`src/rtl/ibex_fetch_fifo_wide.sv`:
```
// Prefetch FIFO for a 32/64-bit fetch bus that realigns stored words into 32-bit instructions.
// Optional macro FETCH_FIFO_BYPASS_EN feeds the input word straight to the output when entries are empty.
module ibex_fetch_fifo_wide #(
  parameter int unsigned NUM_REQS = 2,
  parameter int unsigned BUS_W    = 32
) (
  input  logic                              clk_i,
  input  logic                              rst_ni,
  input  logic                              clear_i,
  input  logic                              in_valid_i,
  output logic                              in_ready_o,
  input  logic [31:0]                       in_addr_i,
  input  logic [BUS_W-1:0]                  in_rdata_i,
  input  logic                              in_err_i,
  output logic                              out_valid_o,
  input  logic                              out_ready_i,
  output logic [31:0]                       out_addr_o,
  output logic [31:0]                       out_rdata_o,
  output logic                              out_err_o,
  output logic [$clog2(NUM_REQS+2)-1:0]     occupancy_o
);

  localparam int unsigned DEPTH = NUM_REQS + 1;
  localparam int unsigned NHW   = BUS_W / 16;
  localparam int unsigned HWB   = $clog2(NHW);
  localparam int unsigned OCC_W = $clog2(DEPTH + 1);
  localparam int unsigned SW    = HWB + 2;

  logic [DEPTH-1:0] valid_q, valid_d;
  logic [DEPTH-1:0] err_q, err_d;
  logic [BUS_W-1:0] rdata_q [DEPTH];
  logic [BUS_W-1:0] rdata_d [DEPTH];
  logic [31:1]      instr_addr_q, instr_addr_d;
  logic [OCC_W-1:0] occ_q, occ_d;

  logic [HWB-1:0]   hw, hw_nxt;
  logic             spanning, compressed;
  logic             head_vld, head_err, sec_vld, sec_err;
  logic [BUS_W-1:0] head_word;
  logic [15:0]      sec_hw, lo_hw, hi_hw;
  logic [SW-1:0]    hw_end;
  logic             xfer, pop, pop_st, push_req, push_done;
  logic             unused_addr_lsb;

  assign unused_addr_lsb = in_addr_i[0];

  assign hw       = instr_addr_q[HWB:1];
  assign hw_nxt   = hw + 1'b1;
  assign spanning = &hw;

`ifdef FETCH_FIFO_BYPASS_EN
  // An empty slot is filled by the bus word in flight, as head or as the spanning upper half.
  assign head_vld  = valid_q[0] | in_valid_i;
  assign head_word = valid_q[0] ? rdata_q[0] : in_rdata_i;
  assign head_err  = valid_q[0] ? err_q[0]   : in_err_i;
  assign sec_vld   = valid_q[1] | (valid_q[0] & in_valid_i);
  assign sec_hw    = valid_q[1] ? rdata_q[1][15:0] : in_rdata_i[15:0];
  assign sec_err   = valid_q[1] ? err_q[1]         : in_err_i;
`else
  assign head_vld  = valid_q[0];
  assign head_word = rdata_q[0];
  assign head_err  = err_q[0];
  assign sec_vld   = valid_q[1];
  assign sec_hw    = rdata_q[1][15:0];
  assign sec_err   = err_q[1];
`endif

  assign lo_hw      = head_word[16*hw +: 16];
  assign hi_hw      = spanning ? sec_hw : head_word[16*hw_nxt +: 16];
  assign compressed = (lo_hw[1:0] != 2'b11);

  assign out_valid_o = head_vld & (compressed | ~spanning | sec_vld);
  assign out_err_o   = head_err | (~compressed & spanning & sec_err);
  assign out_rdata_o = {hi_hw, lo_hw};
  assign out_addr_o  = {instr_addr_q, 1'b0};
  assign in_ready_o  = ~valid_q[DEPTH-NUM_REQS];
  assign occupancy_o = occ_q;

  assign xfer   = out_valid_o & out_ready_i;
  assign hw_end = SW'(hw) + (compressed ? SW'(1) : SW'(2));
  assign pop    = xfer & (hw_end >= SW'(NHW));
  // A pop with no stored head means the bypassed word was fully consumed and must not be stored.
  assign pop_st   = pop & valid_q[0];
  assign push_req = in_valid_i & ~(pop & ~valid_q[0]);

  always_comb begin
    valid_d      = valid_q;
    err_d        = err_q;
    rdata_d      = rdata_q;
    instr_addr_d = instr_addr_q;
    push_done    = 1'b0;

    if (xfer) begin
      instr_addr_d = instr_addr_q + (compressed ? 31'd1 : 31'd2);
    end

    if (pop_st) begin
      for (int i = 0; i < DEPTH - 1; i++) begin
        valid_d[i] = valid_q[i+1];
        err_d[i]   = err_q[i+1];
        rdata_d[i] = rdata_q[i+1];
      end
      valid_d[DEPTH-1] = 1'b0;
    end

    if (push_req) begin
      for (int i = 0; i < DEPTH; i++) begin
        if (!push_done && !valid_d[i]) begin
          valid_d[i] = 1'b1;
          err_d[i]   = in_err_i;
          rdata_d[i] = in_rdata_i;
          push_done  = 1'b1;
        end
      end
    end

    occ_d = occ_q + OCC_W'(push_done) - OCC_W'(pop_st);

    if (clear_i) begin
      valid_d      = '0;
      instr_addr_d = in_addr_i[31:1];
      occ_d        = '0;
    end
  end

  always_ff @(posedge clk_i or negedge rst_ni) begin
    if (!rst_ni) begin
      valid_q      <= '0;
      instr_addr_q <= '0;
      occ_q        <= '0;
    end else begin
      valid_q      <= valid_d;
      instr_addr_q <= instr_addr_d;
      occ_q        <= occ_d;
    end
  end

  // Payload storage is qualified by valid_q and carries no reset.
  always_ff @(posedge clk_i) begin
    rdata_q <= rdata_d;
    err_q   <= err_d;
  end

endmodule

```
`config.mk`:
```
export PLATFORM = sky130hd
export DESIGN_NAME = ibex_fetch_fifo_wide
export DESIGN_NICKNAME = d
export VERILOG_FILES = /design/src/rtl/ibex_fetch_fifo_wide.sv
export SDC_FILE = /design/constraint.sdc
export NUM_CORES = 1
export LEC_CHECK = 0
export ABC_AREA = 0
export CAP_MARGIN = 20
export CORE_ASPECT_RATIO = 0.75
export CORE_MARGIN = 3
export CORE_UTILIZATION = 51
export DETAILED_ROUTE_END_ITERATION = 8
export MAX_ROUTING_LAYER = met4
export PLACE_DENSITY = 0.81
export SYNTH_ARGS = -nofsm -noshare
export SYNTH_HDL_FRONTEND = slang
export SYNTH_SLANG_ARGS = --single-unit
```
`constraint.sdc`:
```
create_clock -name clk_i -period 6.3 [get_ports clk_i]
set_input_delay 1.26 -clock clk_i [delete_from_list [all_inputs] [get_ports clk_i]]
set_output_delay 1.26 -clock clk_i [all_outputs]
set_load 0.005 [all_outputs]
```
======== Word-level counts from Yosys, hierarchy flattened ========
Index checks and enable logic that the tools add are counted.
operators by class
  add/sub/neg operators ................... 5
  $lt $le $gt $ge ......................... 1
  eq/ne operators ......................... 1
  shifts and indexed selects .............. 2
  muxes and demuxes ....................... 26
  bitwise gates (word level) .............. 16
  reduce and logical (&&, ||, !) cells .... 8
operators with widths
  cell                                                                                 number
  32-bit two-way mux                                                                   3
  96-bit two-way mux                                                                   1
  64-bit two-way mux                                                                   1
  32-bit by 6-bit indexed part select with 16-bit output                               2
  31-bit two-way mux                                                                   2
  31-bit by 2-bit adder with 31-bit output                                             1
  16-bit two-way mux                                                                   1
  1-bit two-way mux                                                                    10
  2-bit two-way mux                                                                    5
  3-bit two-way mux                                                                    3
  1-bit bitwise AND                                                                    8
  1-bit inverter                                                                       5
  1-bit zero test                                                                      4
  1-bit by 2-bit adder with 3-bit output                                               1
  3-bit by 2-bit greater-or-equal comparator with 1-bit output, second input constant  1
  1-bit OR                                                                             3
  2-bit by 1-bit adder with 2-bit output                                               1
  1-bit logical AND                                                                    2
  2-bit != test, second input constant                                                 1
  2-bit AND reduction                                                                  1
  2-bit nonzero test                                                                   1
  2-bit by 1-bit subtractor with 2-bit output                                          1
  1-bit adder, second input constant                                                   1
word-level totals
  bits in registers ....................... 135
  output and inout port bits .............. 69
  logic and storage cells ................. 67

======== Logic depth before layout (Yosys ltp) ========
Gate-level depths: netlist (run 1).
  depth in word-level cells ............... 22
  gate-level depth with buffers ........... 16

======== Worst setup path after synthesis (run 1) ========
No wires, ideal clock.
  path type ............................... register to register
  start ................................... register instr_addr_q[1] (netlist bit)
  end ..................................... register err_q[2], enable pin
  arrival time ............................ 4.547 ns
  data required time ...................... 5.829 ns
  slack ................................... 1.282 ns
  stages on the path, launching flop included .. 11
  clock period less this slack ............ 5.018 ns
  cells stage by stage .................... dfrtp_1 -> clkbuf_1 -> mux2_2 -> nand2_1 -> inv_1 -> ha_1 -> nand2b_1 -> nand3_1 -> buf_2 -> nand2_1 -> nor3b_1
between the ends
  word-level cells in the longest chain between the ends .. 18
  elaborated cells between the ends (all ways) .. 27
  those cells by class .................... add/sub: 1; order compare: 1; eq/ne: 1; shift: 1; mux: 6; bitwise: 10; reduce/logical: 7
RTL lines
  item                                                                                            RTL line  source
  from (decl)                                                                                     33        logic [31:1] instr_addr_q, instr_addr_d;
  from (signal assigned)                                                                          133       instr_addr_q <= instr_addr_d;
  32-bit by 6-bit indexed part select with 16-bit output *                                        68        assign lo_hw = head_word[16*hw +: 16];
  net out_rdata_o[1]                                                                              18        output logic [31:0] out_rdata_o,
  2-bit != test *                                                                                 70        assign compressed = (lo_hw[1:0] != 2'b11);
  parallel branches: the longest is 4 deep, another holds 1-bit by 2-bit adder with 3-bit output  -
  1-bit bitwise AND *                                                                             81        assign pop = xfer & (hw_end >= SW'(NHW));
  1-bit bitwise AND                                                                               83        assign pop_st = pop & valid_q[0];
  3-bit two-way mux                                                                               97        if (pop_st) begin
  1-bit two-way mux                                                                               108       if (!push_done && !valid_d[i]) begin
  1-bit two-way mux                                                                               106       if (push_req) begin
  1-bit zero test                                                                                 108
  1-bit logical AND                                                                               108
  1-bit two-way mux                                                                               108
  1-bit two-way mux                                                                               106
  1-bit zero test                                                                                 108
  1-bit logical AND                                                                               108
  2-bit AND reduction (no line) *                                                                 -
  to (signal assigned)                                                                            141       err_q <= err_d;
  to (decl)                                                                                       30        logic [DEPTH-1:0] err_q, err_d;
Mark *: on every way through the listed nets, which the timed path passes. The select of a mux whose other input is x is not followed.
A chain may end at the register's enable or synchronous reset.

======== Final worst setup path (run 1) ========
  start ................................... register instr_addr_q[1] (netlist bit)
  end ..................................... output out_valid_o
between the ends
  word-level cells in the longest chain between the ends .. 5
  elaborated cells between the ends (all ways) .. 6
  those cells by class .................... eq/ne: 1; shift: 1; bitwise: 4
RTL lines
  item                                                    RTL line  source
  32-bit by 6-bit indexed part select with 16-bit output  68
  2-bit != test                                           70
  1-bit OR * (2 in series)                                72        assign out_valid_o = head_vld & (compressed | ~spanning | sec_vld);
  1-bit bitwise AND *                                     72
  to (decl)                                               15        output logic out_valid_o,
Mark *: on every way between the ends. The rest lies on a longest branch, timed or not.

==> results.txt, run 1 <==
Max clock buf depth -> 2
CP bufs+invs -> 3
Yosys top cell area share -> 21.28%
Setup WS pre-CTS -> 2.375 ns
Worst R2R Setup Slack -> 2.47 ns
Post-CTS setup buffer count -> 0
Final Max Slew Viols -> 0
Wire per inst -> 17.73 µm
Post-CTS sizing -> 0
Switching part of the total -> 29.10%
Post-synth EDFFs -> 33
Worst path max stage delay -> 0.53 ns
Mapped Avg Cell Area -> 9.092 µm²
Routability cong. -> 0.9382
Drt total wl -> 17330 µm
Min cycle time layout -> 4.302 ns
CTS Buf Count -> 17
Comb pwr share -> 24.1%
Core ar. -> 0.01174 mm²
Unrepaired setup endpoints after global routing -> no
Mapped Cells -> 683
Worst hold path class -> reg2reg
Clock Sinks -> 135
Worst r2r dst -> rdata_q[10]$_DFFE_PP_
Starting density of the core -> 52.89%
Synth cell types -> 47
Post-synthesis register bit count -> 135
First-pass GRT wire length -> 27410 µm
DR pass1 iterations -> 5
Pwr/cell area -> 344.5 mW/mm²
Int Pwr -> 2.009 mW
Layout Nets -> 878
Initial DRC Count -> 513
Final setup fails -> 0
Clk pin slew, worst setup/hold paths -> 0.06 ns
Register area share after synthesis -> 51.74%
Die area -> 0.01355 mm²
Htree depth -> 4
Yosys top cell by area -> dfxtp_1
Final worst slack -> 1.998 ns
Top-Level Pins -> 139
DRC viols -> 0
Worst r2r path cells -> 11
Clk pwr share -> 33.7%
Max-Cap Viols -> 0
Final Hold Viols -> 0
Pin count of the biggest net entering global routing -> 69
Skew final -> 0.01071 ns
Area delta synth->final -> 32.44%
Peak supply drop -> 0.2384 mV
Post-route design area -> 0.008224 mm²
Yosys warnings -> 0
Vias in the first global route -> 5282
Worst rel slew slack -> 27.21%
Worst Setup Start Kind -> flip-flop
Die width -> 133.4 µm
Worst-skew pair later-pin latency -> 0.41 ns
Slew @ Worst Pin -> 1.092 ns
Crit-path max FO -> 37
CP Cell Sequence -> buf_4, mux2_2, nand2_1, inv_1, ha_1, nor2b_1, nor2_1, clkdlybuf4s50_1
Via count -> 5562
Crit path depth -> 8
Run status -> finished clean
CTS hold repair buffers -> 0
Setup_tns -> 0 ns
Critical Path Sink -> out_valid_o
Switching power -> 824.6 µW
Req. time, crit path -> 5.04 ns
Ys async rst share -> 26.67%
Clock root buffer master -> clkbuf_16
Top-count cell post-synth -> nand2_1
Lkg Pwr -> 3.257 nW
Crit. End Element -> output pin
GRT Util Overall -> 26.11%
Filler cells -> 882
Final Power -> 2.833 mW
Synth top area cells -> dfxtp_1 (21%), edfxtp_1 (16%), dfrtp_1 (15%)
Placed insts -> 944
CTS tree -> built
Synthesized area -> 0.006210 mm²
Routed Antenna Nets -> 0
Std-Cell Rows -> 34
Slowest CP cell -> clkdlybuf4s50_1
Via density -> 5.693
Worst setup startpoint -> instr_addr_q[1]$_DFFE_PN0P_
DP Area -> 0.007646 mm²
IO buf count -> 136
Post-route clock period utilization -> 68.29%
Syn nets -> 760
Seq pwr share -> 42.1%
Layout Cells excl Fill -> 977
GRT overflow -> 0
Layout cells sized above 1 -> 10.57%
Data arrival, critical path -> 3.04 ns
Most used flip-flop cell after synthesis -> dfxtp_1
CP Class -> reg2out
Cell family with most CP delay -> buffers and inverters
Die Ht -> 101.6 µm
Hpwl dp -> 11630 µm
Max Fclk -> 232.4 MHz
Most frequent cells after synthesis -> nand2_1 (172), nor2_1 (79), a31oi_1 (67)
R2r startpoint -> instr_addr_q[1]$_DFFE_PN0P_
Initial antenna violation count -> 1
==> flip-flops by register name, summed over array words and instances (netlist names) <==
signal / flops
rdata_q: 64
head_word: 32
instr_addr_q: 31
err_q: 3
valid_q: 3
occupancy_o: 2
==> power groups by stage <==
stage | logic [mW] | registers (mW) | clock network, mW
2_1_floorplan | 0.361 | 1.16 | 0
3_3_place_gp | 0.646 | 1.19 | 0
3_5_place_dp | 0.672 | 1.20 | 0
4_1_cts | 0.684 | 1.19 | 0.963
5_1_grt | 0.744 | 1.21 | 1.01
6_report | 0.683 | 1.19 | 0.956
==> final cells by class <==
cell class	instances	area (µm²)	share of cell area (%)
well taps	162	202.7	2.465
repair buffers	143	1409	17.13
multi-input cells	492	2776	33.76
inverters	12	45.04	0.5477
clock inverters	13	121.4	1.476
diodes	1	2.502	0.03043
clock buffers	19	454.2	5.523
flip-flops and latches	135	3213	39.07
==> worst min path at each step <==
| stage | from | to | slack (ns) | depth (start not counted) |
|---|---|---|---|---|
| after floorplan | head_word[0]$_DFF_P_ | head_word[0]$_DFF_P_ | 0.45 | 2 |
| after global placement | rdata_q[57]$_DFF_P_ | head_word[25]$_DFF_P_ | 0.45 | 2 |
| after detailed placement | rdata_q[49]$_DFF_P_ | head_word[17]$_DFF_P_ | 0.46 | 2 |
| after CTS | rdata_q[49]$_DFF_P_ | head_word[17]$_DFF_P_ | 0.47 | 2 |
| after global routing | head_word[10]$_DFF_P_ | head_word[10]$_DFF_P_ | 0.49 | 2 |
| final | rdata_q[49]$_DFF_P_ | head_word[17]$_DFF_P_ | 0.47 | 2 |
==> stage by stage <==
step | utilization, % | hold WS (ns)
CTS | 70.02 | 0.4685
detailed placement | 65.12 | 0.4594
finish | 70.04 | 0.4656
floorplan | - | 0.4485
global placement | 65.12 | 0.4544
global route | 70.04 | 0.4867
==> logic make-up (layout without fill, tap and decap cells) <==
family	after synthesis	count (layout)	synth area share, %
buffers and inverters	56	187	3.748
XOR/XNOR	30	30	4.231
other	1	2	0.06039
adder cells (fa/ha/maj)	7	7	1.531
AND/OR/NAND/NOR	313	313	22.02
flip-flops	135	135	51.74
multiplexers	34	34	6.166
AO/OA/AOI/OAI	107	107	10.50
==> routing by layer <==
metal  up-vias  global-route usage (%)  share of wire [%]
met1      2698                   34.01                 44
met4         0                   6.877                1.2
met5         -                       -                  0
met2       245                   41.65                 48
met3        25                   6.008                6.7
li1       2594                       -                  -
==> placed cells by master, fill, tap and decap left out, types with 2 or more instances in the layout <==
master	count
o21ai_0	4
nor4_1	4
nor3_1	6
a21o_1	2
and3_1	4
and4_1	5
nand2_1	172
edfxtp_1	33
xnor2_1	18
buf_4	7
nand3_1	16
dfrtp_1	36
o21ai_1	24
nor2_1	79
inv_1	10
nand4_1	9
a31oi_1	67
mux2_2	34
a21oi_1	2
dfxtp_1	66
clkdlybuf4s50_1	135
clkinv_4	3
inv_6	3
inv_2	2
ha_1	6
clkbuf_16	18
nor2b_1	2
nor3_2	3
clkinvlp_4	4
nand4_2	2
xor2_1	12
==> tightest hold or removal path, delay by kind of cell, from the launching register on <==
family	cells	cell delay [ns]
AOI/OAI and AO/OA	1	0.07
and+or+nand+nor	1	0.05
DFF	1	0.31
Power figures use the tool's default switching activity.
==> run 2: changes to the inputs <==
==> constraint.sdc (replaced) <==
create_clock -name clk_i -period 3.99 [get_ports clk_i]
set_input_delay 0.798 -clock clk_i [delete_from_list [all_inputs] [get_ports clk_i]]
set_output_delay 0.798 -clock clk_i [all_outputs]
set_load 0.005 [all_outputs]
==> results.txt, run 2 (synthesis gave the netlist of run 1 again) <==
Run status -> finished clean
Post-route clock period utilization -> 91.44%
Comb pwr share -> 24.0% (about the same)
Seq pwr share -> 41.9% (-0.2 points)
Core ar. -> 0.01174 mm² (unchanged)
Hold Slack -> 0.4677 ns (+0.002075 ns)
Die area -> 0.01355 mm² (unchanged)
Unrepaired setup endpoints after global routing -> no
Max Fclk -> 274.1 MHz
Switching part of the total -> 28.76% (-0.34 points)
CP bufs+invs -> 3 (unchanged)
Max clock buf depth -> 2 (unchanged)
Switching power -> 1.290 mW (+56%)
Min cycle time layout -> 3.648 ns
Setup WS pre-CTS -> 0.5814 ns (-1.794 ns)
Drt total wl -> 16900 µm (-2.4%)
Diodes inserted -> 0 (-1)
Via density -> 5.610 (-1.4%)
Layout cells sized above 1 -> 10.91% (+0.34 points)
Clock root buffer master -> clkbuf_16
WL met1 -> 7366 µm (-3.3%)
CP Class -> reg2out
Largest register FFs -> 64 (unchanged)
Clk pin slew, worst setup/hold paths -> 0.06 ns (about the same)
Clock Sinks -> 135 (unchanged)
Post-CTS setup buffer count -> 0 (unchanged)
DRC viols -> 0 (unchanged)
GRT Util Overall -> 25.46% (-0.64 points)
Crit. End Element -> output pin
Wire per inst -> 17.28 µm (-2.5%)
CTS tree -> built
Final Max Slew Viols -> 0 (unchanged)
Clk pwr share -> 34.2% (+0.5 points)
Worst Setup Start Kind -> flip-flop
Cell family with most CP delay -> buffers and inverters
Hpwl dp -> 11450 µm (-1.6%)
Vias in the first global route -> 5154 (-2.4%)
Worst-skew pair later-pin latency -> 0.41 ns (about the same)
Routed Antenna Nets -> 0 (unchanged)
Die width -> 133.4 µm (unchanged)
Layout Nets -> 880 (+0.23%)
Commonest non-fill, non-tap cell in the layout -> nand2_1
Via count -> 5487 (-1.3%)
Final Power -> 4.485 mW (+58%)
Lkg Pwr -> 3.273 nW (+0.47%)
Initial DRC Count -> 502 (-2.1%)
First-pass GRT wire length -> 26300 µm (-4.1%)
Final setup fails -> 0 (unchanged)
Final Hold Viols -> 0 (unchanged)
Slowest CP cell -> clkdlybuf4s50_1
DR pass1 iterations -> 5 (unchanged)
Area delta synth->final -> 33.02%
Max-Cap Viols -> 0 (unchanged)
Peak supply drop -> 0.3929 mV (+65%)
Int Pwr -> 3.196 mW (+59%)
Die Ht -> 101.6 µm (unchanged)
Worst hold path class -> reg2reg
Post-CTS sizing -> 0 (unchanged)
Std-Cell Rows -> 34 (unchanged)
Data arrival, critical path -> 2.85 ns (-0.19 ns)
CTS Buf Count -> 17 (unchanged)
Routability cong. -> 0.9384 (about the same)
Starting density of the core -> 52.89% (unchanged)
Top-Level Pins -> 139 (unchanged)
Initial antenna violation count -> 0 (-1)
CTS hold repair buffers -> 0 (unchanged)
IO buf count -> 136 (unchanged)
CP Cell Sequence -> buf_4, mux2_2, nand2_1, inv_1, ha_1, nor2b_1, nor2_1, clkdlybuf4s50_1
Worst rel slew slack -> 54.46% (+27 points)
Skew final -> 0.007386 ns (-0.003327 ns)
Pin count of the biggest net entering global routing -> 67 (-2.9%)
DR WL met3 -> 1382 µm (+18%)
GRT overflow -> 0 (unchanged)
Htree depth -> 4 (unchanged)
WL met2 -> 7841 µm (-5.8%)
Pwr/cell area -> 543.0 mW/mm² (+58%)
Top Metal Used -> met4
Biggest register -> rdata_q
Crit-path max FO -> 13 (-65%)
Most frequent cells in the layout -> nand2_1 (172), clkdlybuf4s50_1 (135), nor2_1 (79)
Setup_tns -> 0 ns (unchanged)
Slew @ Worst Pin -> 0.6831 ns (-0.4088 ns)
Req. time, crit path -> 3.19 ns (-1.85 ns)
Final worst slack -> 0.3415 ns (-1.656 ns)
Worst path max stage delay -> 0.54 ns (about the same)
-- run 2: cell types whose count changed in the layout (fill, tap and decap cells not counted), sizes merged --
| cell | delta |
|---|---|
| inv | -1 |
| clkinvlp | +1 |
| bufinv | +1 |
| diode | -1 |
| clkbuf | -2 |
| clkinv | +1 |
| buf | +2 |
-- run 2: worst paths after layout --
kind                                              from                      endpoint  slack [ns]  cells after the start
setup / recovery           instr_addr_q[1]$_DFFE_PN0P_                   out_valid_o        0.34                      8
hold / removal                     rdata_q[53]$_DFF_P_         head_word[21]$_DFF_P_        0.47                      2
setup reg to reg           instr_addr_q[1]$_DFFE_PN0P_  instr_addr_q[29]$_DFFE_PN0P_        0.56                     11
hold reg to reg                    rdata_q[53]$_DFF_P_         head_word[21]$_DFF_P_        0.47                      2
max in group asynchronous                       rst_ni  instr_addr_q[14]$_DFFE_PN0P_        2.82                      2
min in group asynchronous                       rst_ni  instr_addr_q[31]$_DFFE_PN0P_        0.83                      2
-- run 2: area by class of cell --
cell class	count	area [µm²]
fill	890	3481
sequential	135	3213
multi-input combinational	492	2783
timing repair buffer	145	1436
clock buffer	17	425.4
tap	162	202.7
clock inverter	15	155.1
inverter	12	45.04
-- run 2: per-layer routing --
layer	up-vias	GRT usage, %
li1	2599	-
met1	2643	33.60
met2	218	38.34
met3	27	6.504
met4	0	9.328
met5	-	-
-- run 2: power groups by stage --
| stage | clock network [mW] | registers (mW) | logic (mW) |
|---|---|---|---|
| 6_report | 1.53 | 1.88 | 1.07 |
| 5_1_grt | 1.61 | 1.90 | 1.18 |
| 4_1_cts | 1.55 | 1.87 | 1.08 |
| 3_5_place_dp | 0 | 1.89 | 1.06 |
| 3_3_place_gp | 0 | 1.88 | 1.02 |
| 2_1_floorplan | 0 | 1.83 | 0.571 |
-- run 2: worst min-delay path: stages, from the launching register on --
cell     delay (ns)
dfxtp_1        0.31
nand2_1        0.05
a31oi_1        0.07
-- run 2: per-stage QoR --
step	util, %	area, µm²	std cells
floorplan	-	6215	683
global placement	65.24	7660	945
detailed placement	65.24	7660	945
CTS	70.18	8240	977
global route	70.35	8260	978
finish	70.35	8260	978
==> run 3: changes to the inputs <==
--- a/config.mk
+++ b/config.mk
@@ -9,10 +9,11 @@
 export CAP_MARGIN = 20
 export CORE_ASPECT_RATIO = 0.75
 export CORE_MARGIN = 3
-export CORE_UTILIZATION = 51
+export CORE_UTILIZATION = 35
+export CTS_BUF_LIST = sky130_fd_sc_hd__clkbuf_4 sky130_fd_sc_hd__clkbuf_8
 export DETAILED_ROUTE_END_ITERATION = 8
+export DONT_BUFFER_PORTS = 1
 export MAX_ROUTING_LAYER = met4
-export PLACE_DENSITY = 0.81
 export SYNTH_ARGS = -nofsm -noshare
 export SYNTH_HDL_FRONTEND = slang
 export SYNTH_SLANG_ARGS = --single-unit
==> results.txt, run 3 (synthesis gave the netlist of run 1 again) <==
Run status -> finished clean
Setup_tns -> 0 ns (unchanged)
Clock Sinks -> 135 (unchanged)
Commonest non-fill, non-tap cell in the layout -> nand2_1
Crit-path max FO -> 5 (-8)
Vias in the first global route -> 4550 (-12%)
First-pass GRT wire length -> 25400 µm (-3.4%)
Initial antenna violation count -> 0 (unchanged)
Starting density of the core -> 36.35% (-17 points)
Slew @ Worst Pin -> 0.7158 ns (+0.03270 ns)
Layout Cells excl Fill -> 917 (-6.2%)
Post-CTS sizing -> 0 (unchanged)
R2r startpoint -> instr_addr_q[1]$_DFFE_PN0P_
Crit. End Element -> flip-flop
Wire per inst -> 17.83 µm (+3.2%)
Data arrival, critical path -> 3.43 ns (+0.58 ns)
Worst-skew pair later-pin latency -> 0.44 ns (+0.03 ns)
GRT overflow -> 0 (unchanged)
Lkg Pwr -> 2.651 nW (-19%)
Diodes inserted -> 0 (unchanged)
Worst r2r dst -> instr_addr_q[29]$_DFFE_PN0P_
Via count -> 4859 (-11%)
Layout cells sized above 1 -> 13.07% (+2.2 points)
Htree depth -> 4 (unchanged)
Pwr/cell area -> 532.8 mW/mm² (-1.9%)
Die Ht -> 121.4 µm (+19%)
Most frequent cells in the layout -> nand2_1 (172), nor2_1 (79), a31oi_1 (67)
Unrepaired setup endpoints after global routing -> no
CTS Buf Count -> 17 (unchanged)
GRT Util Overall -> 17.21% (-8.3 points)
Core ar. -> 0.01708 mm² (+45%)
DRC viols -> 0 (unchanged)
Placed insts -> 885 (-6.3%)
Routed Antenna Nets -> 0 (unchanged)
Via density -> 5.299 (-5.6%)
Worst rel slew slack -> 52.28% (-2.2 points)
Area delta synth->final -> 8.966%
Biggest register -> rdata_q
Worst Setup Start Kind -> flip-flop
Max clock buf depth -> 2 (unchanged)
Hpwl dp -> 11300 µm (-1.3%)
CTS tree -> built
Max Fclk -> 321.2 MHz (+17%)
Peak supply drop -> 0.2259 mV (-43%)
Pin count of the biggest net entering global routing -> 67 (unchanged)
DR pass1 iterations -> 5 (unchanged)
Req. time, crit path -> 4.31 ns (+1.12 ns)
Clock root buffer master -> clkbuf_8
Layout Nets -> 745 (-15%)
Final Hold Viols -> 0 (unchanged)
Skew final -> 0.01516 ns (+0.007774 ns)
Worst R2R Setup Slack -> 0.88 ns (+0.32 ns)
Largest register FFs -> 64 (unchanged)
CP Class -> reg2reg
Drt total wl -> 16350 µm (-3.3%)
Post-CTS setup buffer count -> 0 (unchanged)
Max-Cap Viols -> 0 (unchanged)
Die width -> 159.8 µm (+20%)
Worst r2r path cells -> 10 (-1)
Post-route clock period utilization -> 78.02% (-13 points)
Final setup fails -> 0 (unchanged)
CTS hold repair buffers -> 0 (unchanged)
Min cycle time layout -> 3.113 ns (-0.5356 ns)
Die area -> 0.01939 mm² (+43%)
Routability cong. -> 0.9197 (-2.0%)
Final Max Slew Viols -> 0 (unchanged)
Std-Cell Rows -> 41 (+21%)
Hold Slack -> 0.05053 ns (-0.4172 ns)
Top-Level Pins -> 139 (unchanged)
Initial DRC Count -> 483 (-3.8%)
Worst hold path class -> in2async
Clk pin slew, worst setup/hold paths -> 0.08 ns (+0.02 ns)
IO buf count -> 0 (-100%)
run 3: power breakdown:
part           total (mW)  internal [mW]  switching, mW
clock                1.03          0.452          0.580
sequential           1.87           1.67          0.203
combinational       0.700          0.320          0.381
run 3: critical path, stage by stage, from the launching register on:
cell and delay, ns:
dfrtp_1 0.42, mux2_2 0.37, nand2_1 0.18, ha_1 0.20
inv_1 0.05, fa_1 0.40, and4b_1 0.37, nand4_1 0.35
nor3_2 0.30, xor2_1 0.08, mux2_2 0.26
run 3: how the worst max path moves through the flow:
stage,to,depth (start not counted),start
finish,instr_addr_q[29]$_DFFE_PN0P_,10,instr_addr_q[1]$_DFFE_PN0P_
global route,instr_addr_q[29]$_DFFE_PN0P_,10,instr_addr_q[1]$_DFFE_PN0P_
CTS,instr_addr_q[29]$_DFFE_PN0P_,10,instr_addr_q[1]$_DFFE_PN0P_
detailed placement,instr_addr_q[29]$_DFFE_PN0P_,10,instr_addr_q[1]$_DFFE_PN0P_
global placement,instr_addr_q[29]$_DFFE_PN0P_,10,instr_addr_q[1]$_DFFE_PN0P_
floorplan,err_q[2]$_DFFE_PP_,10,instr_addr_q[1]$_DFFE_PN0P_
run 3: cell type report:
class | instances | area (µm²)
flip-flops and latches | 135 | 3213
inverters | 12 | 45.04
multi-input cells | 492 | 2783
fillers | 1664 | 10320
repair buffers | 10 | 75.07
clock buffers | 18 | 241.5
well taps | 236 | 295.3
clock inverters | 14 | 113.9
run 3: stage by stage:
| step | power, mW | util, % | setup WS (ns) | area (µm²) |
|---|---|---|---|---|
| floorplan | 2.404 | - | 0.1394 | 6215 |
| global placement | 2.564 | 37.53 | 0.9602 | 6411 |
| detailed placement | 2.600 | 37.53 | 0.8661 | 6411 |
| CTS | 3.652 | 39.61 | 0.8562 | 6766 |
| global route | 3.828 | 39.61 | 0.7127 | 6766 |
| finish | 3.605 | 39.61 | 0.8771 | 6766 |
run 3: metal layers:
| layer | share of wire (%) | GRT usage, % | vias up | routed length, µm |
|---|---|---|---|---|
| li1 | - | - | 2326 | - |
| met2 | 44 | 24.07 | 160 | 7255 |
| met5 | 0 | - | - | 0 |
| met3 | 11 | 9.110 | 18 | 1723 |
| met4 | 1.6 | 5.203 | 0 | 269 |
| met1 | 43 | 21.53 | 2355 | 7102 |
